**src/rtl/click_decoder_if.sv**
```systemverilog
// Record readout channel of the click decoder: valid/ready handshake carrying
// the slot stamp and click code of the FIFO head record.
interface click_decoder_if #(
   parameter int unsigned SLOT_W = 32
);
   logic              rec_valid;
   logic              rec_ready;
   logic [SLOT_W-1:0] rec_slot;
   logic [4:0]        rec_code;

   modport master (output rec_valid, rec_slot, rec_code, input rec_ready);
   modport slave  (input rec_valid, rec_slot, rec_code, output rec_ready);
endinterface

```
**src/rtl/click_decoder.sv**
```systemverilog
// Classifies each detector slot as no/single/multi click, stamps click slots with
// a free-running slot index and buffers them in a record FIFO with saturating tallies.
module click_decoder #(
   parameter int unsigned SLOT_W     = 32,
   parameter int unsigned FIFO_DEPTH = 16,
   parameter int unsigned CNT_W      = 32
) (
   input  logic                          clk,
   input  logic                          rst_n,
   input  logic                          enable,
   input  logic [3:0]                    clicks,
   input  logic                          clear_counts,
   click_decoder_if.master               rec,
   output logic [$clog2(FIFO_DEPTH):0]   fifo_level,
   output logic                          overflow,
   output logic                          busy,
   output logic [CNT_W-1:0]              cnt_single,
   output logic [CNT_W-1:0]              cnt_multi,
   output logic [CNT_W-1:0]              cnt_dropped
);

   localparam int unsigned PTR_W = $clog2(FIFO_DEPTH);
   localparam int unsigned LVL_W = PTR_W + 1;

   typedef enum logic [1:0] {
      IDLE  = 2'd0,
      RUN   = 2'd1,
      DRAIN = 2'd2
   } state_e;

   state_e            state_q, state_d;
   logic [SLOT_W-1:0] slot_q, slot_d;

   logic              s1_valid_q;
   logic [3:0]        s1_mask_q;
   logic [SLOT_W-1:0] s1_slot_q;
   logic              s2_valid_q;
   logic [4:0]        s2_code_q;
   logic [SLOT_W-1:0] s2_slot_q;

   logic [SLOT_W-1:0] mem_slot_q [FIFO_DEPTH];
   logic [4:0]        mem_code_q [FIFO_DEPTH];
   logic [PTR_W-1:0]  wr_ptr_q, rd_ptr_q;
   logic [LVL_W-1:0]  level_q, level_d;
   logic              rec_valid_q;

   logic              pop_c, full_c, push_ok_c, drop_c;

   logic [CNT_W-1:0]  cnt_single_q, cnt_single_d;
   logic [CNT_W-1:0]  cnt_multi_q, cnt_multi_d;
   logic [CNT_W-1:0]  cnt_dropped_q, cnt_dropped_d;
   logic              overflow_q, overflow_d;
   logic              busy_q;

   function automatic logic [CNT_W-1:0] sat_inc(input logic [CNT_W-1:0] v);
      return (&v) ? v : v + CNT_W'(1);
   endfunction

   // Acquisition control and slot index
   always_comb begin
      state_d = state_q;
      slot_d  = slot_q;
      case (state_q)
         IDLE: begin
            if (enable) begin
               state_d = RUN;
               slot_d  = '0;
            end
         end
         RUN: begin
            slot_d = slot_q + SLOT_W'(1);
            if (!enable) state_d = DRAIN;
         end
         DRAIN: begin
            if (enable) state_d = RUN;
            else if (level_q == '0 && !s1_valid_q && !s2_valid_q) state_d = IDLE;
         end
         default: state_d = IDLE;
      endcase
   end

   always_ff @(posedge clk or negedge rst_n) begin
      if (!rst_n) begin
         state_q <= IDLE;
         slot_q  <= '0;
         busy_q  <= 1'b0;
      end else begin
         state_q <= state_d;
         slot_q  <= slot_d;
         busy_q  <= (state_d != IDLE);
      end
   end

   // Two-stage sample/classify pipeline; a mask with two or more bits set is multi
   always_ff @(posedge clk or negedge rst_n) begin
      if (!rst_n) begin
         s1_valid_q <= 1'b0;
         s1_mask_q  <= '0;
         s1_slot_q  <= '0;
         s2_valid_q <= 1'b0;
         s2_code_q  <= '0;
         s2_slot_q  <= '0;
      end else begin
         s1_valid_q <= (state_q == RUN) && (|clicks);
         s1_mask_q  <= clicks;
         s1_slot_q  <= slot_q;
         s2_valid_q <= s1_valid_q;
         s2_code_q  <= {|(s1_mask_q & (s1_mask_q - 4'd1)), s1_mask_q};
         s2_slot_q  <= s1_slot_q;
      end
   end

   // FIFO push/pop decisions; a pop frees room for a same-cycle push when full
   always_comb begin
      pop_c     = (level_q != '0) && rec.rec_ready;
      full_c    = (level_q == LVL_W'(FIFO_DEPTH));
      push_ok_c = s2_valid_q && (!full_c || pop_c);
      drop_c    = s2_valid_q && full_c && !pop_c;
      level_d   = level_q;
      case ({push_ok_c, pop_c})
         2'b10:   level_d = level_q + LVL_W'(1);
         2'b01:   level_d = level_q - LVL_W'(1);
         default: level_d = level_q;
      endcase
   end

   always_ff @(posedge clk or negedge rst_n) begin
      if (!rst_n) begin
         for (int i = 0; i < int'(FIFO_DEPTH); i++) begin
            mem_slot_q[i] <= '0;
            mem_code_q[i] <= '0;
         end
         wr_ptr_q    <= '0;
         rd_ptr_q    <= '0;
         level_q     <= '0;
         rec_valid_q <= 1'b0;
      end else begin
         if (push_ok_c) begin
            mem_slot_q[wr_ptr_q] <= s2_slot_q;
            mem_code_q[wr_ptr_q] <= s2_code_q;
            wr_ptr_q             <= wr_ptr_q + PTR_W'(1);
         end
         if (pop_c) rd_ptr_q <= rd_ptr_q + PTR_W'(1);
         level_q     <= level_d;
         rec_valid_q <= (level_d != '0);
      end
   end

   // Tallies saturate; clear_counts overrides any same-cycle increment
   always_comb begin
      cnt_single_d  = cnt_single_q;
      cnt_multi_d   = cnt_multi_q;
      cnt_dropped_d = cnt_dropped_q;
      overflow_d    = overflow_q;
      if (clear_counts) begin
         cnt_single_d  = '0;
         cnt_multi_d   = '0;
         cnt_dropped_d = '0;
         overflow_d    = 1'b0;
      end else begin
         if (push_ok_c && !s2_code_q[4]) cnt_single_d = sat_inc(cnt_single_q);
         if (push_ok_c &&  s2_code_q[4]) cnt_multi_d  = sat_inc(cnt_multi_q);
         if (drop_c) begin
            cnt_dropped_d = sat_inc(cnt_dropped_q);
            overflow_d    = 1'b1;
         end
      end
   end

   always_ff @(posedge clk or negedge rst_n) begin
      if (!rst_n) begin
         cnt_single_q  <= '0;
         cnt_multi_q   <= '0;
         cnt_dropped_q <= '0;
         overflow_q    <= 1'b0;
      end else begin
         cnt_single_q  <= cnt_single_d;
         cnt_multi_q   <= cnt_multi_d;
         cnt_dropped_q <= cnt_dropped_d;
         overflow_q    <= overflow_d;
      end
   end

   assign rec.rec_valid = rec_valid_q;
   assign rec.rec_slot  = mem_slot_q[rd_ptr_q];
   assign rec.rec_code  = mem_code_q[rd_ptr_q];
   assign fifo_level    = level_q;
   assign overflow      = overflow_q;
   assign busy          = busy_q;
   assign cnt_single    = cnt_single_q;
   assign cnt_multi     = cnt_multi_q;
   assign cnt_dropped   = cnt_dropped_q;

endmodule

```
**src/flat_wrapper.sv**
```systemverilog
// flat-port wrapper written by rule: the top's interface ports become plain ports
module click_decoder_flat 
#(
   parameter int unsigned SLOT_W     = 32,
   parameter int unsigned FIFO_DEPTH = 16,
   parameter int unsigned CNT_W      = 32
)
  (clk, rst_n, enable, clicks, clear_counts, fifo_level, overflow, busy, cnt_single, cnt_multi, cnt_dropped, rec_rec_valid, rec_rec_slot, rec_rec_code, rec_rec_ready);
  click_decoder_if #(.SLOT_W(SLOT_W)) rec_i ();
  input  logic clk;
  input  logic rst_n;
  input  logic enable;
  input  logic [3:0] clicks;
  input  logic clear_counts;
  output logic [$clog2(FIFO_DEPTH):0] fifo_level;
  output logic overflow;
  output logic busy;
  output logic [CNT_W-1:0] cnt_single;
  output logic [CNT_W-1:0] cnt_multi;
  output logic [CNT_W-1:0] cnt_dropped;
  output wire logic [$bits(rec_i.rec_valid)-1:0] rec_rec_valid;
  output wire logic [$bits(rec_i.rec_slot)-1:0] rec_rec_slot;
  output wire logic [$bits(rec_i.rec_code)-1:0] rec_rec_code;
  input wire logic [$bits(rec_i.rec_ready)-1:0] rec_rec_ready;
  assign rec_rec_valid = rec_i.rec_valid;
  assign rec_rec_slot = rec_i.rec_slot;
  assign rec_rec_code = rec_i.rec_code;
  assign rec_i.rec_ready = rec_rec_ready;
  click_decoder #(.SLOT_W(SLOT_W), .FIFO_DEPTH(FIFO_DEPTH), .CNT_W(CNT_W)) u_core (.clk(clk), .rst_n(rst_n), .enable(enable), .clicks(clicks), .clear_counts(clear_counts), .rec(rec_i), .fifo_level(fifo_level), .overflow(overflow), .busy(busy), .cnt_single(cnt_single), .cnt_multi(cnt_multi), .cnt_dropped(cnt_dropped));
endmodule
```
**config.mk**
```make
export PLATFORM = sky130hd
export DESIGN_NAME = click_decoder_flat
export DESIGN_NICKNAME = d
export VERILOG_FILES = /design/src/rtl/click_decoder_if.sv /design/src/rtl/click_decoder.sv /design/src/flat_wrapper.sv
export SDC_FILE = /design/constraint.sdc
export NUM_CORES = 1
export LEC_CHECK = 0
export CORE_MARGIN = 10
export CORE_UTILIZATION = 60
export DETAILED_ROUTE_END_ITERATION = 8
export PLACE_DENSITY = 0.79
export SYNTH_ARGS = -nofsm -noshare
export SYNTH_HDL_FRONTEND = slang
export SYNTH_SLANG_ARGS = --single-unit
```
**constraint.sdc**
```tcl
create_clock -name clk -period 3.8 [get_ports clk]
set_clock_uncertainty 0.15 [all_clocks]
set_input_delay 0.76 -clock clk [delete_from_list [all_inputs] [get_ports clk]]
set_output_delay 0.76 -clock clk [all_outputs]
set_load 0.01 [all_outputs]
```
Word-level counts from Yosys, hierarchy flattened
Cells that the tools add are included.
{"block": "word_totals", "output_inout_bits": 141, "ff_bits": 813, "wordCells": 138, "in_bits": 9}
{"block": "classes", "n_addsub": 9, "n_bitwise": 3, "mux": 31, "order_cmp": 3, "reduce_logical": 34, "n_eq_ne": 9}
{"op": "bitwise mux 512 bit", "n": 1}
{"op": "two-way mux 32 bit", "n": 13}
{"op": "adder 32 x 1 -> 32 bit (second input constant)", "n": 4}
{"op": "binary-select mux 32 bit (select 4 bit)", "n": 1}
{"op": "demux 32 bit (select 4 bit)", "n": 1}
{"op": "AND reduction 32 bit", "n": 3}
{"op": "bitwise mux 80 bit", "n": 1}
{"op": "one-hot mux 32 bit (2 select lines)", "n": 1}
{"op": "binary-select mux 5 bit (select 4 bit)", "n": 1}
{"op": "demux 5 bit (select 4 bit)", "n": 1}
{"op": "two-way mux 5 bit", "n": 3}
{"op": "greater-or-equal comparator 5 bit (second input constant)", "n": 2}
{"op": "logical AND 1 bit", "n": 10}
{"op": "NOT 4 -> 5 bit", "n": 2}
{"op": "one-hot mux 5 bit (2 select lines)", "n": 1}
{"op": "nonzero test 2 bit", "n": 5}
{"op": "nonzero test 5 bit", "n": 2}
{"op": "adder 4 x 1 -> 4 bit (second input constant)", "n": 2}
{"op": "two-way mux 2 bit", "n": 4}
{"op": "inequality test 2 bit (second input constant)", "n": 4}
{"op": "AND reduction 2 bit", "n": 4}
{"op": "OR reduction 4 bit", "n": 2}
{"op": "one-hot mux 2 bit (3 select lines)", "n": 1}
{"op": "adder 5 x 1 -> 5 bit (second input constant)", "n": 1}
{"op": "12 further kinds", "n": 19}

Longest topological paths before layout
{"block": "depth", "ltp_word": 7, "depth_mapped": 14, "ltp_nobuf": 11}

Least setup slack after synthesis
No wires, ideal clock.
{"block": "synth_path", "kind": "input -> register", "from": "input port rec_rec_ready", "to": "register u_core.rec_valid_q (netlist: u_core.rec.rec_valid)", "n_path_buf": 3, "setup_ns": 0.146, "path_stages": 14, "slack_ns": 0.136, "t_required_ns": 3.504, "arrival_time_ns": 3.368, "path_cell_list": "nor2b_1 -> clkbuf_1 -> a21oi_1 -> buf_2 -> inv_1 -> ha_1 -> clkbuf_1 -> xor2_1 -> ha_1 -> a21oi_1 -> xor2_1 -> nor2_1 -> xor2_1 -> or4b_2"}
{"block": "synth_between", "elab_chain_len": 6, "elab_cells_between_ends": 7, "classes_between": "2 x eq/ne; 1 x mux; 4 x reduce/logical"}
{"element": "from (decl)", "line": "flat_wrapper.sv:24", "source": "input wire logic [$bits(rec_i.rec_ready)-1:0] rec_rec_ready;"}
{"element": "logical AND 1 bit (*)", "line": "click_decoder.sv:115", "source": "pop_c = (level_q != '0) && rec.rec_ready;"}
{"element": "logical OR 1 bit", "line": "click_decoder.sv:117", "source": "push_ok_c = s2_valid_q && (!full_c || pop_c);"}
{"element": "logical AND 1 bit", "line": "click_decoder.sv:117"}
{"element": "== test 2 x 1 -> 1 bit / == test 2 bit (equally long branches)", "line": "click_decoder.sv:120", "source": "case ({push_ok_c, pop_c})"}
{"element": "one-hot mux 5 bit (2 select lines) (*)", "line": "click_decoder.sv:120"}
{"element": "named net u_core.level_d[2]", "line": "click_decoder.sv:44", "source": "logic [LVL_W-1:0] level_q, level_d;"}
{"element": "nonzero test 5 bit (*)", "line": "click_decoder.sv:145", "source": "rec_valid_q <= (level_d != '0);"}
{"element": "to (signal assigned)", "line": "click_decoder.sv:145"}
{"element": "to (decl)", "line": "click_decoder.sv:45", "source": "logic rec_valid_q;"}
Mark *: on every way through the listed nets, which the timed path passes. The rest lies on a longest branch.
A chain may end at the register's enable or synchronous reset.

Worst setup path in the final report
{"block": "layout_path", "from": "register u_core.rd_ptr_q[0]", "to": "output port rec_rec_slot[23]"}
{"block": "layout_between", "elab_chain_len": 4}
{"element": "from (decl)", "line": "click_decoder.sv:43", "source": "logic [PTR_W-1:0] wr_ptr_q, rd_ptr_q;"}
{"element": "from (signal assigned)", "line": "click_decoder.sv:143", "source": "if (pop_c) rd_ptr_q <= rd_ptr_q + PTR_W'(1);"}
{"element": "NOT 4 -> 5 bit (implied by the code)", "line": "click_decoder.sv:185", "source": "assign rec.rec_slot = mem_slot_q[rd_ptr_q];"}
{"element": "binary-select mux 32 bit (select 4 bit)", "line": "click_decoder.sv:185"}
{"element": "two-way mux 32 bit (implied by the code) (2 in series)", "line": "click_decoder.sv:185"}
{"element": "to (decl)", "line": "flat_wrapper.sv:22", "source": "output wire logic [$bits(rec_i.rec_slot)-1:0] rec_rec_slot;"}
No other way between the ends. The select of a mux whose other input is x is not followed.

==> results.md <==
| Step | Item | Reported |
|:---|:---|:---|
| pwr | Ratio of total power to cell area | 607 nW/um^2 |
| layout | Total inserted antenna cells | 0 |
| route | Number of nets still failing antenna checks after routing | 0 |
| grt | Pin count of the biggest net entering global routing | 97 |
| floorplan | Total Die Area | 71300 sq um |
| setup path | Cell with the largest stage delay on the worst path | mux4_2 |
| synth | Post-synthesis sequential element count | 813 |
| sta | Final cycle utilization of the critical path | 98.4% |
| synth | Register area share after synthesis | 55.6% |
| setup path | Crit-path cells | buf_16 > buf_16 > mux4_2 > mux4_2 > dlygate4sd2_1 |
| route | Number of vias per cell | 6.63 |
| setup path | Required time of the worst setup path | 2.89 ns |
| route | Mean routed wirelength per cell | 26.1 um |
| pwr | Share of power burned in the clock network | 32.0% |
| grt | Total global routing track utilization | 26.3% |
| sta | Hold Slack | 0.0165 ns |
| synth | Mean Syn Cell Area | 14.5 sq um |
| floorplan | # IOs | 150 |
| cts | Clock transition at the registers of the reported paths | 0.06 ns |
| sta | Sum of negative setup slack | 0 ns |
| synth | Commonest cells in the synthesized netlist | dfrtp_1 (813), mux2_2 (602), mux4_2 (185) |
| sta | Total setup violations reported at the end of the flow | 0 |
| grt | Number of global-route vias before repair | 24900 |
| flow run | Max Cap Violations | 0 |
| sta | Max Fclk | 0.267 GHz |
| sta | Period minus WS final | 3.74 ns |
| cts | H-tree levels | 3 |
| pwr | Combinational Power Share | 25.7% |
| setup path | Worst stage delay on the critical path | 0.54 ns |
| outcome | Outcome | finished clean |
| synth | Top cells by area, synth | dfrtp_1 (56%), mux2_2 (19%), mux4_2 (11%) |
| route | Starting DRC count in detailed routing | 2363 |
| floorplan | DIE WIDTH | 267 um |
| cts | Clock net sink count | 813 |
| sta | Fin. Hold Viols | 0 |
| placed design | DP Wirelength | 54800 um |
| grt | GRT overflow | 0 |
| pwr | Fraction of power consumed by sequential logic | 42.3% |
| pwr | Net switching power | 0.00739 W |
| cts | TritonCTS clock tree | yes |
| route | Total iterations of the first detailed-routing run | 6 |
| sta | Number of max-slew violations in the final report | 0 |
| synth | Post-synth EDFFs | 0 |
| placed design | Placer Congestion | 0.897 |
| layout | Count of placed standard cells in the final layout, fillers left out | 3541 |
| pwr | Int Pwr | 0.0184 W |
| synth | Proportion of synthesized flip-flops having asynchronous set or reset | 100% |
| synth | Post-synthesis cell type count | 69 |
| cts | Count of hold buffers inserted by post-cts repair | 0 |
| floorplan | Floorplan Core Area | 60400 sq um |
| floorplan | # rows | 90 |
| synth | Share of the synthesized area in the top cell type | 55.6% |
| sta | Actual slew at the worst max-slew pin | 0.986 ns |
| cts | Insertion delay to the later sink of the worst-skew pair | 0.63 ns |
| cts | CTS Root Buffer Type | clkbuf_16 |
| grt | First-pass GRT wire length | 146000 um |
| synth | Warnings, synthesis | 0 |
| layout | Net count, final | 2713 |
| pwr | Switching power share of the total | 28.7% |
| placed design | Number of buffer cells added on primary ports | 149 |
| layout | Ratio of cells with drive above 1 in the final layout | 39.7% |
| pwr | Total design power | 0.0258 W |
| setup path | Startpoint Class | flip-flop |
| synth | Top cell type by total area after synthesis | dfrtp_1 |
| placed design | Placed Cells | 3368 |
| pwr | Leakage dissipation | 19.5 nW |
| synth | Count leader, synth | dfrtp_1 |
| setup path | Critical setup path kind | reg2out |
| setup path | Kind of capture point of the worst setup path | output port |
| synth | Net count after synthesis | 2551 |
| cts | Number of buffers added by the clock tree synthesis step | 82 |
| hold path | Worst min-delay path class | in2async |
| route | Total via count in the routed design | 23500 |
| synth | Synth Instances | 2530 |
| sta | Slew margin rel. | 33.6% |
| cts | CTS Buffer Depth | 3 |
| synth | Netlist area before placement | 36600 sq um |
| route | DRC Markers | 0 |
| pwr | Worst ir drop on vdd | 388 uV |
| setup path | Maximum fanout along the worst path | 14 |
| setup path | Arrival time at the worst endpoint | 2.83 ns |
| grt | Initial antenna violation count | 0 |
| floorplan | Chip Height | 267 um |
| floorplan | Initial standard-cell utilization of the core | 60.6% |
| route | Drt total wl | 92300 um |
| synth | Predominant post-synthesis flop cell | dfrtp_1 |
| layout | Layout overhead on the synthesized area | 16.0% |
-- area by class of cell --
cell class	count	area [sq um]
sequential	813	20400
clock buffer	128	2520
tap	782	978
multi-input combinational	1509	15500
timing repair buffer	267	2770
inverter	19	71.3
clock inverter	23	273
fill	3824	17900
-- registers in the layout, indices dropped and copies added, names as in the netlist, 32 cells and up --
| signal | count |
|---|---|
| u_core.cnt_dropped | 32 |
| u_core.cnt_multi | 32 |
| u_core.cnt_single | 32 |
| u_core.s2_slot_q | 32 |
| u_core.mem_slot_q | 512 |
| u_core.s1_slot_q | 32 |
| u_core.mem_code_q | 80 |
| u_core.slot_q | 32 |
-- worst max-delay path: cells and delay by family, from the launching register on --
| kind | cells | cell delay [ns] |
|---|---|---|
| buffers and inverters | 3 | 0.66 |
| flip-flops | 1 | 0.46 |
| multiplexers | 2 | 1.08 |
-- path summary, 6_finish.rpt --
| kind | start | endpoint | slack (ns) | cells after the start |
|---|---|---|---|---|
| setup / recovery | u_core.rd_ptr_q[0] | rec_rec_slot[23] | 0.06 | 5 |
| hold / removal | rst_n | u_core.s2_slot_q[7] | 0.02 | 1 |
| setup reg to reg | u_core.fifo_level[3] | u_core.rec.rec_valid | 0.42 | 10 |
| hold reg to reg | u_core.s1_slot_q[18] | u_core.s2_slot_q[18] | 0.19 | 0 |
| max in group asynchronous | rst_n | u_core.cnt_multi[8] | 2.48 | 2 |
| min in group clk | u_core.s1_slot_q[18] | u_core.s2_slot_q[18] | 0.19 | 0 |
-- metal layers --
layer | part of all wire, % | up-vias | routed length, um | track usage, %
li1 | - | 9963 | - | -
met2 | 50 | 878 | 46600 | 44.0
met1 | 40 | 12400 | 36900 | 34.0
met5 | 0 | - | 0 | 0
met3 | 6.4 | 203 | 5910 | 5.19
met4 | 3.1 | 0 | 2890 | 9.00
-- what timing repair did --
item	in CTS	in global routing
resized for setup	88	7
gates cloned	4	0
endpoints found under the setup margin	37	20
setup buffers	15	3
-- power by group through the flow --
stage	Sequential, W	Clock, W	Combinational [W]
floorplan	0.0105	0	0.00433
global placement	0.0109	0	0.00611
detailed placement	0.0110	0	0.00625
CTS	0.0109	0.00834	0.00668
global route	0.0110	0.00872	0.00703
finish	0.0109	0.00824	0.00663
-- cells in the final DEF (no fill, tap or decap), types with 10 or more instances in the layout --
cell type / instances
a21oi_1: 81
nor4_1: 14
clkinv_2: 11
buf_12: 19
o31ai_1: 46
dfrtp_1: 809
and4_1: 11
nor3_1: 20
buf_4: 85
mux4_2: 185
nand3_1: 57
and3_1: 23
inv_1: 18
clkbuf_16: 85
nand2_1: 65
o21a_1: 11
mux2_2: 602
or3_1: 34
nor2_1: 48
clkdlybuf4s50_1: 110
clkbuf_1: 20
dlygate4sd2_1: 10
a31oi_1: 11
clkdlybuf4s15_1: 14
clkbuf_8: 23
nand3_2: 12
or4_1: 43
ha_1: 12
nand4_1: 51
o21ai_0: 68
-- stage by stage --
stage               cell area (sq um)  util [%]  setup slack, ns
finish                          42500      70.3           0.0592
global route                    42500      70.3         -0.00285
CTS                             42400      70.3          -0.0317
detailed placement              39400      65.2           0.0330
global placement                39400      65.2           0.0924
floorplan                       36600         -            0.136
-- cells by family (layout without fill, tap and decap cells) --
| logic type | after synthesis | after routing | synth area share, % |
|---|---|---|---|
| compound gates | 268 | 268 | 4.64 |
| xor+xnor | 14 | 14 | 0.335 |
| fa+ha+maj | 13 | 13 | 0.438 |
| buf+inv | 208 | 437 | 2.34 |
| flops | 813 | 813 | 55.6 |
| mux | 792 | 792 | 30.0 |
| simple gates | 422 | 422 | 6.60 |
No activity file was read; power rests on OpenSTA's default activity.
